==> src/rtl/stream_mux_rr.sv <==
// rtl/stream_mux_rr.sv - N:1 valid/ready stream mux with packet lock and round-robin or fixed select
module stream_mux_rr #(
    parameter int WIDTH   = 8,
    parameter int N       = 4,
    parameter int SELW    = $clog2(N),
    parameter int RR_MODE = 1
) (
    input  logic                 clk,
    input  logic                 rst,
    input  logic [N*WIDTH-1:0]   in_data,
    input  logic [N-1:0]         in_valid,
    input  logic [N-1:0]         in_last,
    output logic [N-1:0]         in_ready,
    input  logic [SELW-1:0]      sel,
    output logic [WIDTH-1:0]     out_data,
    output logic                 out_valid,
    output logic                 out_last,
    output logic [SELW-1:0]      out_ch,
    input  logic                 out_ready
);

    typedef enum logic {
        IDLE   = 1'b0,
        LOCKED = 1'b1
    } state_t;

    localparam logic [SELW:0]   N_EXT   = (SELW+1)'(N);
    localparam logic [SELW-1:0] LAST_CH = SELW'(N-1);

    state_t            state;
    logic [SELW-1:0]   lock_ch;
    logic [SELW-1:0]   rr_ptr;
    logic [SELW-1:0]   grant;
    logic              grant_ok;
    logic              can_load;
    logic              xfer;
    logic              grant_last;
    logic [WIDTH-1:0]  grant_data;
    logic [SELW:0]     cand;

    assign can_load = !out_valid | out_ready;
    assign xfer     = |(in_valid & in_ready);

    // Round-robin search runs from the highest offset down so the channel
    // closest to rr_ptr wins; the wrap is a compare because N may not be 2^k.
    always_comb begin
        grant    = '0;
        grant_ok = 1'b0;
        cand     = '0;
        if (state == LOCKED) begin
            grant    = lock_ch;
            grant_ok = 1'b1;
        end else if (RR_MODE != 0) begin
            grant_ok = |in_valid;
            for (int k = N - 1; k >= 0; k--) begin
                cand = {1'b0, rr_ptr} + (SELW+1)'(k);
                if (cand >= N_EXT) begin
                    cand = cand - N_EXT;
                end
                if (in_valid[cand[SELW-1:0]]) begin
                    grant = cand[SELW-1:0];
                end
            end
        end else begin
            grant    = sel;
            grant_ok = ({1'b0, sel} < N_EXT);
        end
    end

    // Loop-based mux keeps an out-of-range sel from indexing past in_data;
    // in_ready is held low while rst is asserted.
    always_comb begin
        grant_data = '0;
        grant_last = 1'b0;
        in_ready   = '0;
        for (int i = 0; i < N; i++) begin
            if (grant == SELW'(i)) begin
                grant_data  = in_data[i*WIDTH +: WIDTH];
                grant_last  = in_last[i];
                in_ready[i] = can_load & grant_ok & !rst;
            end
        end
    end

    always_ff @(posedge clk) begin
        if (rst) begin
            state     <= IDLE;
            lock_ch   <= '0;
            rr_ptr    <= '0;
            out_valid <= 1'b0;
            out_last  <= 1'b0;
            out_data  <= '0;
            out_ch    <= '0;
        end else begin
            if (can_load) begin
                out_valid <= xfer;
                if (xfer) begin
                    out_data <= grant_data;
                    out_last <= grant_last;
                    out_ch   <= grant;
                end
            end
            if (xfer) begin
                if (state == IDLE && !grant_last) begin
                    state   <= LOCKED;
                    lock_ch <= grant;
                end else if (state == LOCKED && grant_last) begin
                    state <= IDLE;
                end
                if (grant_last) begin
                    rr_ptr <= (grant == LAST_CH) ? '0 : grant + 1'b1;
                end
            end
        end
    end

endmodule

==> config.mk <==
export PLATFORM = sky130hd
export DESIGN_NAME = stream_mux_rr
export DESIGN_NICKNAME = d
export VERILOG_FILES = /design/src/rtl/stream_mux_rr.sv
export SDC_FILE = /design/constraint.sdc
export NUM_CORES = 1
export LEC_CHECK = 0
export CAP_MARGIN = 5
export CORE_MARGIN = 3
export CORE_UTILIZATION = 39
export DETAILED_ROUTE_END_ITERATION = 8
export PLACE_DENSITY = 0.79
export SYNTH_ARGS = -nofsm -noshare
export SYNTH_HDL_FRONTEND = slang
export SYNTH_SLANG_ARGS = --single-unit
==> constraint.sdc <==
create_clock -name clk -period 4.1 [get_ports clk]
set_input_delay 1.025 -clock clk [delete_from_list [all_inputs] [get_ports clk]]
set_output_delay 1.025 -clock clk [all_outputs]
set_load 0.02 [all_outputs]
==> key figures <==
Global routing
  • Total Routing Usage GR: 0.2131
  • Via count of the first global-routing pass: 1310
  • Largest net degree at the start of global routing: 21
  • GR Util met3: 0.03404
  • Met2 global-route usage: 0.3673
  • Most Crowded Layer GR: met2
  • Grt ovf: 0
  • Initial antenna violation count: 0
  • M1 GR Usage: 0.2765
  • First-pass GRT wire length: 5899 um

Timing
  • Final Cycle Share: 0.9746
  • PnR worst setup slack: 104.0 ps
  • Hold WS: roughly 470 ps
  • Final setup TNS: 0 ps
  • Max Slew Vio Count: 0
  • Max Clock Skew: approximately 1.9 ps
  • RSZ-0062 raised after global routing: false
  • FMAX: around 250 MHz
  • Endpoints failing setup: 0
  • Slew HR: 0.7290
  • Tightest Pin Transition: between 400 and 500 ps
  • Final Critical Period: 3996 ps
  • Final hold violation count: 0

Placed design
  • Placed wire-length estimate: ~2900 um
  • Final Wtd Congestion: around 0.83
  • Setup WS pre-CTS: -196.5 ps
  • IO buf count: 58

Critical path
  • Flop2flop setup slack: about 1100 ps
  • Setup CP Type: input port to output pin
  • Critical path arrival: a little under 3000 ps
  • Critical-path top delay cell: clkdlybuf4s50_1
  • Required time of the worst setup path: 3070 ps
  • Crit Path Max Fanout: 5
  • CP Cell Sequence: clkdlybuf4s50_1, a21boi_1, o32ai_1, nor3_1, a21oi_2, buf_4, ha_1, and2_1, dlygate4sd2_1
  • Worst Setup End Kind: output pin
  • CP startpoint kind: input port
  • Largest stage delay, worst path: approximately 540 ps

Route
  • Wire per inst: 14.44 um
  • Final antenna-violating net count: 0
  • Remaining DRCs: 0
  • Vias per inst: between 5 and 6
  • DR iter-0 viols: 60
  • Via Count: approximately 1300
  • Routed Wire Length: around 3500 um
  • 1st-pass router iterations: 4

Clocking
  • Worst skew pair latency: roughly 280 ps
  • TritonCTS buffer count: 3
  • Root Driver: clkbuf_4
  • Clock transition at path regs: approximately 90 ps
  • Clock tree buffer depth: 2
  • H-tree levels: 1
  • CTS tree: yes
  • Clock sinks: 17

Synth
  • Net Count, Synth: around 200
  • Synth warn: 0
  • Sequential fraction of the synthesis area: 0.2941
  • Post-synthesis cell count: 147
  • Syn avg cell area: between 7 and 8 um^2
  • Seq cells post-synth: 17
  • Post-synth cell types: 29
  • Top cell type's share of synthesized area: 0.2941
  • Post-synth top area cell: dfxtp_1
  • Mapped Area: ~1200 um^2
  • Ranking of synthesized cells by area: dfxtp_1 29%, a211oi_2 7.6%, a21oi_1 6.1%

Die
  • Io pins: 61
  • Core area: about 2800 um^2
  • Row count: 19
  • Die area: roughly 3700 um^2
  • Die Width: 60.48 um
  • Die Y: between 60 and 70 um
  • Initial Util: 0.4161

Worst hold path
  • Hold WC Path Type: flop to flop

Pwr
  • Lkg Pwr: just over 0.7 nW
  • VDD IR-drop max: around 350 uV
  • Pwr Density: between 500 and 600 nW/um^2

Layout
  • ANT cells: 0
  • Fill count: around 240
  • Final #Nets: between 200 and 300
  • Area growth from synthesis to layout: 60.00%
  • Share of cells above drive strength 1: 0.1355

Run status
  • Status: finished, final reports clean

Run
  • Max cap viols: 0
-- what timing repair did --
item / 4_1_cts / 5_1_grt
hold buffers: 0 / 0
setup buffers: 0 / 0
pin swaps: 0 / 1
endpoints found under the setup margin: 4 / 3
gates resized for setup: 5 / 1
-- cells in the mapped netlist --
| cell type | n |
|---|---|
| a211o_1 | 1 |
| a211oi_1 | 4 |
| a211oi_2 | 7 |
| a21boi_0 | 1 |
| a21oi_1 | 14 |
| a221oi_1 | 8 |
| a22o_1 | 1 |
| a22oi_1 | 2 |
| a31o_2 | 1 |
| and2_1 | 5 |
| buf_2 | 2 |
| buf_6 | 2 |
| buf_8 | 1 |
| clkbuf_1 | 6 |
| dfxtp_1 | 17 |
| ha_1 | 5 |
| inv_1 | 8 |
| mux2_2 | 1 |
| mux2i_1 | 2 |
| nand2_1 | 10 |
| nand3_1 | 2 |
| nand4_1 | 1 |
| nor2_1 | 18 |
| nor2b_1 | 11 |
| nor3_1 | 9 |
| o21a_1 | 1 |
| o21ai_0 | 5 |
| o31a_1 | 1 |
| o32ai_1 | 1 |
-- registers in the layout, indices dropped and copies added (netlist names) --
name and count:
out_data 8, lock_ch 2, out_ch 2, rr_ptr 2, out_last 1, out_valid 1
state 1
-- kinds of logic after synthesis --
kind of cell,share of synthesized area
buf+inv,0.08648
simple gates,0.2303
flops,0.2941
mux,0.02703
fa+ha+maj,0.05405
compound gates,0.3081
-- cell type report --
class	count	area [um^2]	share of cell area
Sequential cell	17	340.3	0.1838
Tap cell	31	38.79	0.02095
Clock buffer	4	26.28	0.01419
Multi-Input combinational cell	111	720.7	0.3892
Timing Repair Buffer	74	695.7	0.3757
Inverter	8	30.03	0.01622
-- critical path, delay by kind of cell --
family | cells | cell delay, ps
AO/OA/AOI/OAI | 3 | 400
buffers and inverters | 3 | 1010
adder cells (fa/ha/maj) | 1 | 200
AND/OR/NAND/NOR | 2 | 340
-- placed cells by master (no fill, tap or decap), types with 2 or more instances in the layout --
cell              n
a21oi_1          13
buf_4            16
mux2i_1           2
clkbuf_4          3
nor3_1            9
ha_1              5
o21ai_0           5
a211oi_1          4
inv_1             8
nand2_1          10
and2_1            5
clkdlybuf4s50_1  54
nand3_1           2
dfxtp_1          17
a211oi_2          7
a22oi_1           2
nor2_1           18
nor2b_1          11
a221oi_1          8
dlygate4sd2_1     4
-- per-stage QoR --
stage               cell area, um^2  power (mW)  instances    util
floorplan                      1157      0.6459        147       -
global placement               1827      0.8674        241  0.6568
detailed placement             1827      0.8911        241  0.6568
CTS                            1852      0.9750        245  0.6658
global route                   1852       1.055        245  0.6658
finish                         1852      0.9740        245  0.6658
-- worst paths after layout --
check / startpoint / to / depth (start not counted)
worst min register to register: out_ch[1] / out_ch[1] / 2
worst min-delay path: out_ch[1] / out_ch[1] / 2
worst max-delay path: in_valid[1] / in_ready[0] / 9
worst max register to register: rr_ptr[1] / state / 14
-- layer usage --
metal,wire (um),up-vias
li1,-,659
met1,1536,590
met2,1757,41
met3,186,6
met4,58,0
met5,0,-
-- power breakdown --
group	leakage [nW]	internal, mW	switching, mW	total, mW
Sequential	0.139	0.211	0.0290	0.240
Combinational	0.573	0.309	0.340	0.649
Clock	0.0150	0.0377	0.0467	0.0844
Total	0.727	0.558	0.416	0.974
(Power assumes the default switching activity.)
